[src/rtl/tqvp_reed_solomon_encoder_pkg.sv]
// Shared definitions for the Reed-Solomon encoder.
// Contents: symbol width, correction capacity, the parity capacity derived
// from it, the control state encoding, and the parity-count clamp helper.
package tqvp_reed_solomon_encoder_pkg;
   localparam int SYM_W      = 8;
   localparam int MAX_ERRORS = 16;
   localparam int NPAR       = 2 * MAX_ERRORS;

   typedef enum logic [1:0] {ST_IDLE, ST_GEN, ST_MSG, ST_PAR} state_e;

   // Parity count must be even and within 2..NPAR.
   function automatic logic [5:0] clamp_nroots(input logic [5:0] n);
      logic [5:0] even;
      even = {n[5:1], 1'b0};
      if (even == 6'd0) return 6'd2;
      if (even > 6'(NPAR)) return 6'(NPAR);
      return even;
   endfunction
endpackage

[src/rtl/tqvp_reed_solomon_encoder_if.sv]
// Bus bundle for the Reed-Solomon encoder.
// Groups: runtime configuration (cfg_*), start strobe, message input stream
// (in_*), codeword output stream (out_*), and status (busy, done, overflow).
// master = the side driving config/message and sinking the codeword;
// slave  = the encoder.
interface tqvp_reed_solomon_encoder_if;
   import tqvp_reed_solomon_encoder_pkg::*;

   logic [SYM_W:0]   cfg_irreducible;
   logic [SYM_W-1:0] cfg_alpha;
   logic [SYM_W-1:0] cfg_first_root;
   logic [5:0]       cfg_nroots;
   logic             start;
   logic [SYM_W-1:0] in_data;
   logic             in_valid;
   logic             in_last;
   logic             in_ready;
   logic [SYM_W-1:0] out_data;
   logic             out_valid;
   logic             out_last;
   logic             out_ready;
   logic             busy;
   logic             done;
   logic             overflow;

   modport master (
      output cfg_irreducible, cfg_alpha, cfg_first_root, cfg_nroots, start,
             in_data, in_valid, in_last, out_ready,
      input  in_ready, out_data, out_valid, out_last, busy, done, overflow
   );

   modport slave (
      input  cfg_irreducible, cfg_alpha, cfg_first_root, cfg_nroots, start,
             in_data, in_valid, in_last, out_ready,
      output in_ready, out_data, out_valid, out_last, busy, done, overflow
   );
endinterface

[src/rtl/tqvp_reed_solomon_encoder_gf_mul.sv]
// Combinational GF(2^8) multiplier with a programmable field polynomial.
// Ports: a_i, b_i  operands
//        poly_i    field polynomial (bit 8 set)
//        p_o       product a_i * b_i mod poly_i
module tqvp_reed_solomon_encoder_gf_mul
   import tqvp_reed_solomon_encoder_pkg::*;
(
   input  logic [SYM_W-1:0] a_i,
   input  logic [SYM_W-1:0] b_i,
   input  logic [SYM_W:0]   poly_i,
   output logic [SYM_W-1:0] p_o
);
   logic [SYM_W-1:0] acc;
   logic [SYM_W-1:0] aa;
   logic [SYM_W:0]   sh;

   // Shift-and-add: aa walks through a*x^i, reduced after every shift.
   always_comb begin
      acc = '0;
      aa  = a_i;
      sh  = '0;
      for (int i = 0; i < SYM_W; i++) begin
         if (b_i[i]) acc = acc ^ aa;
         sh = {aa, 1'b0};
         if (sh[SYM_W]) sh = sh ^ poly_i;
         aa = sh[SYM_W-1:0];
      end
      p_o = acc;
   end
endmodule

[src/rtl/tqvp_reed_solomon_encoder.sv]
// Systematic Reed-Solomon encoder over GF(2^8).
// On start it latches the configuration and builds g(x) one root per cycle,
// then passes message symbols straight through while dividing by g(x) in an
// LFSR, then emits the nroots parity symbols, highest degree first.
// Ports: clk, rst_n (async, active low)
//        enc  slave side of the encoder bus (config, start, in/out streams,
//             busy/done/overflow status)
module tqvp_reed_solomon_encoder
   import tqvp_reed_solomon_encoder_pkg::*;
(
   input  logic                         clk,
   input  logic                         rst_n,
   tqvp_reed_solomon_encoder_if.slave   enc
);
   state_e           state_q;
   logic [SYM_W:0]   poly_q;
   logic [SYM_W-1:0] alpha_q;
   logic [SYM_W-1:0] root_q;
   logic [5:0]       nroots_q;
   logic [5:0]       gen_cnt_q;
   logic [5:0]       par_cnt_q;
   logic [7:0]       sym_cnt_q;
   logic             done_q;
   logic             overflow_q;

   logic [SYM_W-1:0] g_q  [NPAR];
   logic [SYM_W-1:0] g_d  [NPAR];
   logic [SYM_W-1:0] p_q  [NPAR];
   logic [SYM_W-1:0] p_d  [NPAR];
   logic [SYM_W-1:0] prod [NPAR];

   logic [SYM_W-1:0] top_sym;
   logic [SYM_W-1:0] fb;
   logic [SYM_W-1:0] mul_a;
   logic [SYM_W-1:0] root_next;
   logic [4:0]       top_idx;
   logic             accept;
   logic             par_pop;

   assign top_idx = 5'(nroots_q - 6'd1);
   assign top_sym = p_q[top_idx];
   assign fb      = enc.in_data ^ top_sym;
   assign accept  = (state_q == ST_MSG) && enc.in_valid && enc.out_ready;
   assign par_pop = (state_q == ST_PAR) && enc.out_ready;

   // The coefficient multipliers serve both phases: the current root while
   // building g(x), the LFSR feedback symbol while dividing.
   assign mul_a = (state_q == ST_GEN) ? root_q : fb;

   genvar gi;
   generate
      for (gi = 0; gi < NPAR; gi++) begin : g_coef_mul
         tqvp_reed_solomon_encoder_gf_mul u_mul (
            .a_i    (mul_a),
            .b_i    (g_q[gi]),
            .poly_i (poly_q),
            .p_o    (prod[gi])
         );
      end
   endgenerate

   tqvp_reed_solomon_encoder_gf_mul u_root_mul (
      .a_i    (root_q),
      .b_i    (alpha_q),
      .poly_i (poly_q),
      .p_o    (root_next)
   );

   always_comb begin
      g_d = g_q;
      p_d = p_q;
      case (state_q)
         ST_IDLE: begin
            if (enc.start) begin
               for (int j = 0; j < NPAR; j++) begin
                  g_d[j] = '0;
                  p_d[j] = '0;
               end
               g_d[0] = 8'h01;
            end
         end
         ST_GEN: begin
            // g(x) <- g(x) * (x + root)
            g_d[0] = prod[0];
            for (int j = 1; j < NPAR; j++) g_d[j] = g_q[j-1] ^ prod[j];
         end
         ST_MSG: begin
            if (accept) begin
               p_d[0] = prod[0];
               for (int j = 1; j < NPAR; j++) p_d[j] = p_q[j-1] ^ prod[j];
               // Stages above the active length hold the monic 1 of g(x); keep them clear.
               for (int j = 0; j < NPAR; j++)
                  if (6'(j) >= nroots_q) p_d[j] = '0;
            end
         end
         ST_PAR: begin
            if (par_pop) begin
               if (par_cnt_q == 6'd1) begin
                  for (int j = 0; j < NPAR; j++) p_d[j] = '0;
               end else begin
                  p_d[0] = '0;
                  for (int j = 1; j < NPAR; j++) p_d[j] = p_q[j-1];
               end
            end
         end
         default: ;
      endcase
   end

   always_ff @(posedge clk or negedge rst_n) begin
      if (!rst_n) begin
         state_q    <= ST_IDLE;
         poly_q     <= '0;
         alpha_q    <= '0;
         root_q     <= '0;
         nroots_q   <= 6'd2;
         gen_cnt_q  <= '0;
         par_cnt_q  <= '0;
         sym_cnt_q  <= '0;
         done_q     <= 1'b0;
         overflow_q <= 1'b0;
         for (int j = 0; j < NPAR; j++) begin
            g_q[j] <= '0;
            p_q[j] <= '0;
         end
      end else begin
         g_q    <= g_d;
         p_q    <= p_d;
         done_q <= 1'b0;
         case (state_q)
            ST_IDLE: begin
               if (enc.start) begin
                  poly_q     <= enc.cfg_irreducible;
                  alpha_q    <= enc.cfg_alpha;
                  root_q     <= enc.cfg_first_root;
                  nroots_q   <= clamp_nroots(enc.cfg_nroots);
                  gen_cnt_q  <= '0;
                  overflow_q <= 1'b0;
                  state_q    <= ST_GEN;
               end
            end
            ST_GEN: begin
               root_q <= root_next;
               if (gen_cnt_q == nroots_q - 6'd1) begin
                  sym_cnt_q <= '0;
                  state_q   <= ST_MSG;
               end else begin
                  gen_cnt_q <= gen_cnt_q + 6'd1;
               end
            end
            ST_MSG: begin
               if (accept) begin
                  sym_cnt_q <= sym_cnt_q + 8'd1;
                  // Codeword length is capped at 255 symbols.
                  if (enc.in_last || sym_cnt_q == 8'(8'd254 - {2'b00, nroots_q})) begin
                     overflow_q <= !enc.in_last;
                     par_cnt_q  <= nroots_q;
                     state_q    <= ST_PAR;
                  end
               end
            end
            ST_PAR: begin
               if (par_pop) begin
                  if (par_cnt_q == 6'd1) begin
                     done_q  <= 1'b1;
                     state_q <= ST_IDLE;
                  end else begin
                     par_cnt_q <= par_cnt_q - 6'd1;
                  end
               end
            end
            default: state_q <= ST_IDLE;
         endcase
      end
   end

   assign enc.in_ready  = (state_q == ST_MSG) && enc.out_ready;
   assign enc.out_valid = (state_q == ST_MSG) ? enc.in_valid : (state_q == ST_PAR);
   assign enc.out_data  = (state_q == ST_MSG) ? enc.in_data :
                          (state_q == ST_PAR) ? top_sym : '0;
   assign enc.out_last  = (state_q == ST_PAR) && (par_cnt_q == 6'd1);
   assign enc.busy      = (state_q != ST_IDLE);
   assign enc.done      = done_q;
   assign enc.overflow  = overflow_q;
endmodule

[src/flat_wrapper.sv]
// flat-port wrapper written by rule: the top's interface ports become plain ports
module tqvp_reed_solomon_encoder_flat import tqvp_reed_solomon_encoder_pkg::*;
  (clk, rst_n, enc_cfg_irreducible, enc_cfg_alpha, enc_cfg_first_root, enc_cfg_nroots, enc_start, enc_in_data, enc_in_valid, enc_in_last, enc_out_ready, enc_in_ready, enc_out_data, enc_out_valid, enc_out_last, enc_busy, enc_done, enc_overflow);
  tqvp_reed_solomon_encoder_if enc_i ();
  input  logic clk;
  input  logic rst_n;
  input wire logic [$bits(enc_i.cfg_irreducible)-1:0] enc_cfg_irreducible;
  input wire logic [$bits(enc_i.cfg_alpha)-1:0] enc_cfg_alpha;
  input wire logic [$bits(enc_i.cfg_first_root)-1:0] enc_cfg_first_root;
  input wire logic [$bits(enc_i.cfg_nroots)-1:0] enc_cfg_nroots;
  input wire logic [$bits(enc_i.start)-1:0] enc_start;
  input wire logic [$bits(enc_i.in_data)-1:0] enc_in_data;
  input wire logic [$bits(enc_i.in_valid)-1:0] enc_in_valid;
  input wire logic [$bits(enc_i.in_last)-1:0] enc_in_last;
  input wire logic [$bits(enc_i.out_ready)-1:0] enc_out_ready;
  output wire logic [$bits(enc_i.in_ready)-1:0] enc_in_ready;
  output wire logic [$bits(enc_i.out_data)-1:0] enc_out_data;
  output wire logic [$bits(enc_i.out_valid)-1:0] enc_out_valid;
  output wire logic [$bits(enc_i.out_last)-1:0] enc_out_last;
  output wire logic [$bits(enc_i.busy)-1:0] enc_busy;
  output wire logic [$bits(enc_i.done)-1:0] enc_done;
  output wire logic [$bits(enc_i.overflow)-1:0] enc_overflow;
  assign enc_i.cfg_irreducible = enc_cfg_irreducible;
  assign enc_i.cfg_alpha = enc_cfg_alpha;
  assign enc_i.cfg_first_root = enc_cfg_first_root;
  assign enc_i.cfg_nroots = enc_cfg_nroots;
  assign enc_i.start = enc_start;
  assign enc_i.in_data = enc_in_data;
  assign enc_i.in_valid = enc_in_valid;
  assign enc_i.in_last = enc_in_last;
  assign enc_i.out_ready = enc_out_ready;
  assign enc_in_ready = enc_i.in_ready;
  assign enc_out_data = enc_i.out_data;
  assign enc_out_valid = enc_i.out_valid;
  assign enc_out_last = enc_i.out_last;
  assign enc_busy = enc_i.busy;
  assign enc_done = enc_i.done;
  assign enc_overflow = enc_i.overflow;
  tqvp_reed_solomon_encoder u_core (.clk(clk), .rst_n(rst_n), .enc(enc_i));
endmodule
[config.mk]
export PLATFORM = sky130hd
export DESIGN_NAME = tqvp_reed_solomon_encoder_flat
export DESIGN_NICKNAME = d
export VERILOG_FILES = /design/src/rtl/tqvp_reed_solomon_encoder_pkg.sv /design/src/rtl/tqvp_reed_solomon_encoder_if.sv /design/src/rtl/tqvp_reed_solomon_encoder_gf_mul.sv /design/src/rtl/tqvp_reed_solomon_encoder.sv /design/src/flat_wrapper.sv
export SDC_FILE = /design/constraint.sdc
export NUM_CORES = 2
export LEC_CHECK = 0
export BUFFER_PORTS_ARGS = -buffer_cell sky130_fd_sc_hd__buf_4
export CAP_MARGIN = 20
export CORE_MARGIN = 8
export CORE_UTILIZATION = 50
export DETAILED_ROUTE_END_ITERATION = 10
export MAX_ROUTING_LAYER = met4
export PLACE_DENSITY_LB_ADDON = 0.25
export SLEW_MARGIN = 40
export SYNTH_ARGS = -nofsm -noshare
export SYNTH_HDL_FRONTEND = slang
export SYNTH_SLANG_ARGS = --single-unit
[constraint.sdc]
create_clock -name clk -period 8.1 [get_ports clk]
set_input_delay 0.81 -clock clk [delete_from_list [all_inputs] [get_ports clk]]
set_output_delay 0.81 -clock clk [all_outputs]
set_load 0.02 [all_outputs]
## Word-level counts from Yosys, hierarchy flattened

Cells that the tools add are included.
W data, S select, Z words.

- Mux-type cells: 362
- Add/sub/neg operators: 5
- Bitwise gates (word level): 309
- $lt $le $gt $ge: 34
- Multipliers: 0
- Div/mod/pow operators: 0
- Eq/ne operators: 14
- Shift-type cells: 0
- Reduce and logical (&&, ||, !) cells: 23

Operators by type and width:

| operator | count |
|---|---|
| $mux W8 | 318 |
| $xor A8 B8 Y8 | 308 |
| $mux W256 | 4 |
| $pmux W256 S3 | 1 |
| $pmux W256 S2 | 1 |
| $mux W248 | 1 |
| $ge A5 B6 Y1 const A | 16 |
| $mux W6 | 10 |
| $ge A4 B6 Y1 const A | 8 |
| $bmux W8 S5 | 1 |
| $pmux W8 S2 | 2 |
| $ge A3 B6 Y1 const A | 4 |
| $pmux W6 S2 | 2 |
| $mux W1 | 14 |
| $ge A1 B6 Y1 const A | 2 |
| $ge A2 B6 Y1 const A | 2 |
| $mux W2 | 6 |
| $sub A6 B1 Y6 const B | 2 |
| $ne A2 B2 Y1 const B | 5 |
| $reduce_bool A2 Y1 | 5 |
| $add A8 B1 Y8 const B | 1 |
| $eq A8 B8 Y1 | 1 |
| $pmux W2 S4 | 1 |
| $reduce_and A4 Y1 | 2 |
| 21 further kinds | 30 |

- Input bits: 45
- Memories: 0
- Bits in registers: 566
- Word-level logic and storage cells: 821
- Output and inout port bits: 14
- ROM bits: 0
- RAM bits: 0
- Latch bits: 0

## Longest topological paths before layout

- Word-level depth: 27
- Mapped depth: 27

## Hierarchy

A second synthesis with hierarchy kept.

- Cell total of the unflattened synthesis: 16890
- Area total of the unflattened synthesis: 118306.0 um^2

By module, submodules not included:

| module | times used | area each (um^2) | seq. area each (um^2) | cells each |
|---|---|---|---|---|
| tqvp_reed_solomon_encoder_gf_mul | 33 | 2688.8 | 0.0 | 415 |
| tqvp_reed_solomon_encoder | 1 | 29574.6 | 14164.8 | 3195 |

## Worst setup path before layout

OpenSTA, ideal clock, no wires.

- Path kind: reg2reg
- Start: reg u_core.nroots_q[2]
- End: reg u_core.p_q[81] (netlist bit)
- Slack: 1785 ps
- Clock period less this slack: 6315 ps
- Buffers on the path: 8
- Data required time: 7974 ps
- Cell stages (with the launch flop): 27
- Arrival time: 6189 ps
- Cell sequence: dfrtp_1 -> clkbuf_1 -> inv_1 -> ha_1 -> buf_2 -> buf_6 -> buf_2 -> mux4_2 -> mux2i_1 -> mux2i_1 -> a211o_1 -> xnor2_1 -> mux2_2 -> a2111o_1 -> o21ai_2 -> and2_1 -> buf_6 -> mux2_4 -> o21ai_2 -> buf_4 -> and3_1 -> buf_2 -> buf_6 -> mux2i_1 -> xnor2_1 -> o21ai_1 -> a221o_1

- Longest elaborated chain between the ends: 27

RTL lines:

| what | line | text |
|---|---|---|
| start, declared | tqvp_reed_solomon_encoder.sv:19 | `logic [5:0] nroots_q;` |
| start signal, assigned | tqvp_reed_solomon_encoder.sv:136 | `nroots_q <= clamp_nroots(enc.cfg_nroots);` |
| $sub A6 B1 Y6 | n/a |  |
| $not A5 Y6 (implied by the code) | tqvp_reed_solomon_encoder.sv:41 | `assign top_sym = p_q[top_idx];` |
| $bmux W8 S5 | tqvp_reed_solomon_encoder.sv:41 |  |
| $mux W8 (implied by the code) (2 in a row) | tqvp_reed_solomon_encoder.sv:41 |  |
| $xor A8 B8 Y8 | tqvp_reed_solomon_encoder.sv:42 | `assign fb = enc.in_data ^ top_sym;` |
| $mux W8 | tqvp_reed_solomon_encoder.sv:48 | `assign mul_a = (state_q == ST_GEN) ? root_q : fb;` |
| $xor A8 B8 Y8 | tqvp_reed_solomon_encoder_gf_mul.sv:25 | `if (sh[SYM_W]) sh = sh ^ poly_i;` |
| $mux W8 | tqvp_reed_solomon_encoder_gf_mul.sv:25 |  |
| [... 10 more ...] | n/a |  |
| $xor A8 B8 Y8 | tqvp_reed_solomon_encoder_gf_mul.sv:23 | `if (b_i[i]) acc = acc ^ aa;` |
| $mux W8 | tqvp_reed_solomon_encoder_gf_mul.sv:23 |  |
| $xor A8 B8 Y8 | tqvp_reed_solomon_encoder_gf_mul.sv:23 |  |
| $mux W8 | tqvp_reed_solomon_encoder_gf_mul.sv:23 |  |
| $xor A8 B8 Y8 | tqvp_reed_solomon_encoder.sv:90 | `for (int j = 1; j < NPAR; j++) p_d[j] = p_q[j-1] ^ prod[j];` |
| $mux W8 (*) | tqvp_reed_solomon_encoder.sv:93 | `if (6'(j) >= nroots_q) p_d[j] = '0;` |
| $mux W256 (*) | tqvp_reed_solomon_encoder.sv:88 | `if (accept) begin` |
| $pmux W256 S3 (*) | tqvp_reed_solomon_encoder.sv:72 | `case (state_q)` |
| end signal, assigned | tqvp_reed_solomon_encoder.sv:128 | `p_q <= p_d;` |
| end, declared | tqvp_reed_solomon_encoder.sv:28 | `logic [SYM_W-1:0] p_q [NPAR];` |

Mark *: on every way between the ends. The rest lies on a longest branch, timed or not. The select of a mux whose other input is x is not followed.
A chain may end at the register's enable or synchronous reset.

## Final worst setup path

- Start: reg u_core.nroots_q[1]
- End: reg u_core.g_q[234] (netlist bit)

- Longest elaborated chain between the ends: 25

RTL lines:

| what | line | text |
|---|---|---|
| $sub A6 B1 Y6 (*) | n/a |  |
| $not A5 Y6 (implied by the code) (*) | tqvp_reed_solomon_encoder.sv:41 |  |
| $bmux W8 S5 (*) | tqvp_reed_solomon_encoder.sv:41 |  |
| $mux W8 (implied by the code) (*) (2 in a row) | tqvp_reed_solomon_encoder.sv:41 |  |
| $xor A8 B8 Y8 (*) | tqvp_reed_solomon_encoder.sv:42 |  |
| $mux W8 (*) | tqvp_reed_solomon_encoder.sv:48 |  |
| $xor A8 B8 Y8 | tqvp_reed_solomon_encoder_gf_mul.sv:25 |  |
| $mux W8 | tqvp_reed_solomon_encoder_gf_mul.sv:25 |  |
| [... 8 more ...] | n/a |  |
| $xor A8 B8 Y8 | tqvp_reed_solomon_encoder_gf_mul.sv:23 |  |
| $mux W8 | tqvp_reed_solomon_encoder_gf_mul.sv:23 |  |
| $xor A8 B8 Y8 | tqvp_reed_solomon_encoder_gf_mul.sv:23 |  |
| $mux W8 | tqvp_reed_solomon_encoder_gf_mul.sv:23 |  |
| $xor A8 B8 Y8 | tqvp_reed_solomon_encoder_gf_mul.sv:23 |  |
| $mux W8 (*) | tqvp_reed_solomon_encoder_gf_mul.sv:23 |  |
| $xor A8 B8 Y8 (*) | tqvp_reed_solomon_encoder.sv:85 | `for (int j = 1; j < NPAR; j++) g_d[j] = g_q[j-1] ^ prod[j];` |
| $pmux W256 S2 (*) | tqvp_reed_solomon_encoder.sv:72 |  |
| end signal, assigned | tqvp_reed_solomon_encoder.sv:127 | `g_q <= g_d;` |
| end, declared | tqvp_reed_solomon_encoder.sv:26 | `logic [SYM_W-1:0] g_q [NPAR];` |

Marks and branches as above.

==> impl_metrics.json <==
{
  "cp_cell_sequence": "inv_2 > ha_2 > buf_4 > mux2i_1 > mux4_2 > mux2i_1 > and3_2 > nor3_1 > or4_1 > o2bb2ai_1 > nand3_1 > and2_2 > buf_4 > mux2_4 > o21ai_4 > buf_4 > o2111ai_4 > buf_12 > nand3_1 > xnor2_1 > xnor2_1 > a22o_1",
  "final.min_clock_period_ns": 7.87,
  "netlist_area_mm2": 0.0584,
  "multi_input_area_mm2": 0.0420,
  "drtIter0Drc": 8874,
  "min_path_type": "input port to asynchronous set/reset pin",
  "grt.total_usage_pct": 39.0,
  "worstMarginPinSlew_ns": 1.06,
  "slew_headroom_pct": 29.5,
  "wire_per_inst_um": 28.5,
  "grt_pass1_wl_um": 361000,
  "wirelength_um": 250000,
  "synth-edff-count": 0,
  "overflow": 0,
  "utilization_pct": 54.2,
  "cts_tree": "done",
  "fillers": 10800,
  "grt_pass1_vias": 52500,
  "numCtsBuffers": 74,
  "critPathMostFrequentCell": "buf_4",
  "max_freq_ghz": 0.127,
  "yosysTopAreaCellShare_pct": 30.8,
  "cp-start-kind": "flip-flop",
  "clock_latency_ns": 0.69,
  "die_h_um": 358,
  "place_area_mm2": 0.0604,
  "min_period_over_period_pct": 97.2,
  "clock-sinks": 565,
  "pin_count": 59,
  "htree_levels": 3,
  "synth_area_leaders": "xnor2_1 (31%), dfrtp_1 (24%), nand2_1 (14%)",
  "finalHoldViolCount": 0,
  "cts-root-to-sink-buffers": 3,
  "drt_pass1_iterations": 9,
  "cp-end-kind": "flip-flop",
  "fin_area_mm2": 0.0629,
  "finalMaxSlewViolations": 0,
  "fp.dieW_um": 358,
  "drc": 0,
  "max_cap_viol_count": 0,
  "cts.clk_slew.worst_paths_ns": 0.06,
  "vias_per_cell": 6.36,
  "tns_ns": 0,
  "synth_seq_area_share_pct": 24.2,
  "yosysWarnings": 0,
  "syn_inst": 7576,
  "post_cts_buffers": 0,
  "crit_type": "flip-flop to flip-flop",
  "crit_path_max_fanout": 29,
  "fin_cells": 8777,
  "core.rowCount": 125,
  "vias": 55800,
  "place.gp.congestion": 0.963,
  "dp_hpwl_um": 151000,
  "setup_viol": 0,
  "crit_required_ns": 8.64,
  "cts_resized": 0,
  "area_growth_pct": 7.61,
  "fin_worst_skew_ns": 0.0426,
  "synth-seq-cells": 565,
  "cp_slowest_cell": "or4_1",
  "core_mm2": 0.116,
  "seqCellArea_mm2": 0.0141,
  "io_buffers": 56,
  "synth_cell_types": 93,
  "drive_gt1_share_pct": 7.49,
  "cp.arrival_ns": 8.41,
  "fp.dieArea_mm2": 0.128,
  "avgSynthCellArea_um2": 7.71,
  "synth_top_cell_by_area": "xnor2_1",
  "cts_hold_buf": 0,
  "drtAntennaViolNets": 0,
  "syn_nets": 7633,
  "root_buffer": "clkbuf_16",
  "synth_ff_type": "dfrtp_1",
  "grt_max_degree": 150,
  "antenna_found_initial": 11,
  "dp.cells": 8628,
  "initial_core_util_pct": 50.3,
  "async_flop_share_pct": 100,
  "status": "completed",
  "final_nets": 7240,
  "rsz0062_at_grt": "no",
  "critical-path-max-stage-delay_ns": 0.70
}
==> routing by layer <==
metal  up-vias  share of wire [%]  GRT usage (%)
li1      23800                  -              -
met1     26500                 37           47.5
met2      4219                 41           54.9
met3      1219                 14           12.3
met4         0                8.5           26.7
met5         -                  0              -
==> cells by family after synthesis <==
family | share of synthesized area (%)
fa+ha+maj | 0.257
xor+xnor | 34.5
flops | 24.2
simple gates | 20.2
buf+inv | 4.93
mux | 3.14
compound gates | 12.8
==> critical path, delay by kind of cell (launching register included) <==
| kind | cells | cell delay, ns |
|---|---|---|
| adder cells (fa/ha/maj) | 1 | 0.41 |
| multiplexers | 4 | 1.60 |
| AND/OR/NAND/NOR | 6 | 2.14 |
| flip-flops | 1 | 0.57 |
| AO/OA/AOI/OAI | 4 | 0.96 |
| buffers and inverters | 5 | 1.53 |
| XOR/XNOR | 2 | 0.39 |
==> state kept, by name, indices dropped and copies added (netlist names) <==
register and count:
u_core.g_q 256, u_core.nroots_q 5, u_core.root_q 8, u_core.gen_cnt_q 6, u_core.sym_cnt_q 8, u_core.enc.overflow 1
u_core.poly_q 8, u_core.par_cnt_q 6, u_core.enc.done 1, u_core.alpha_q 8, u_core.p_q 256, u_core.state_q 2
==> metrics by stage <==
stage | hold slack, ns | setup slack, ns
after floorplan | 0.472 | 1.79
after global placement | 0.486 | 0.517
after detailed placement | 0.492 | 0.500
after CTS | 0.160 | 0.488
after global routing | 0.192 | 0.148
final | 0.137 | 0.228
==> cell usage after synthesis (25+ instances only) <==
cell type,n
nand2_1,2117
xnor2_1,2057
dfrtp_1,564
clkbuf_1,560
o21ai_0,253
nand3_1,226
a22o_1,216
xor2_1,195
nor2_1,132
a22oi_1,129
a21o_1,95
mux2i_1,82
buf_1,80
o21ai_1,74
or3_1,73
a221o_1,71
nor3_1,71
a21oi_1,50
and3_1,49
buf_2,45
nand2b_1,41
o21a_1,39
mux4_2,32
inv_1,25
==> path summary, 6_finish.rpt <==
| path | start | to | slack (ns) | cells after the start |
|---|---|---|---|---|
| setup / recovery | u_core.nroots_q[1] | u_core.g_q[234] | 0.23 | 22 |
| hold / removal | rst_n | u_core.g_q[144] | 0.14 | 1 |
| setup reg to reg | u_core.nroots_q[1] | u_core.g_q[234] | 0.23 | 22 |
| hold reg to reg | u_core.p_q[157] | u_core.p_q[149] | 0.51 | 1 |
| max in group asynchronous | rst_n | u_core.g_q[179] | 6.08 | 3 |
| min in group clk | enc_in_last | u_core.enc.overflow | 0.33 | 2 |
==> final cells by class <==
cell class                      count  share of cell area, %
Timing Repair Buffer              233                   3.67
Clock inverter                     27                  0.344
Multi-Input combinational cell   6282                   66.9
Antenna cell                       14                 0.0557
Clock buffer                      105                   3.37
Tap cell                         1524                   3.03
Sequential cell                   565                   22.5
Inverter                           27                  0.161
==> cell usage in the layout, fill, tap and decap left out, drive strengths merged, types with 72 or more instances in the layout <==
cell type     n
or3          73
o21ai       332
clkbuf      105
mux2i        83
xnor2      2069
buf         233
a21o         95
a22o        216
a22oi       129
nand3       249
xor2        201
dfrtp       564
nor2        132
nor3         72
nand2      2118
Power is not shown: default switching activity piles up to over one toggle a cycle in this logic, so the estimate is an artifact.
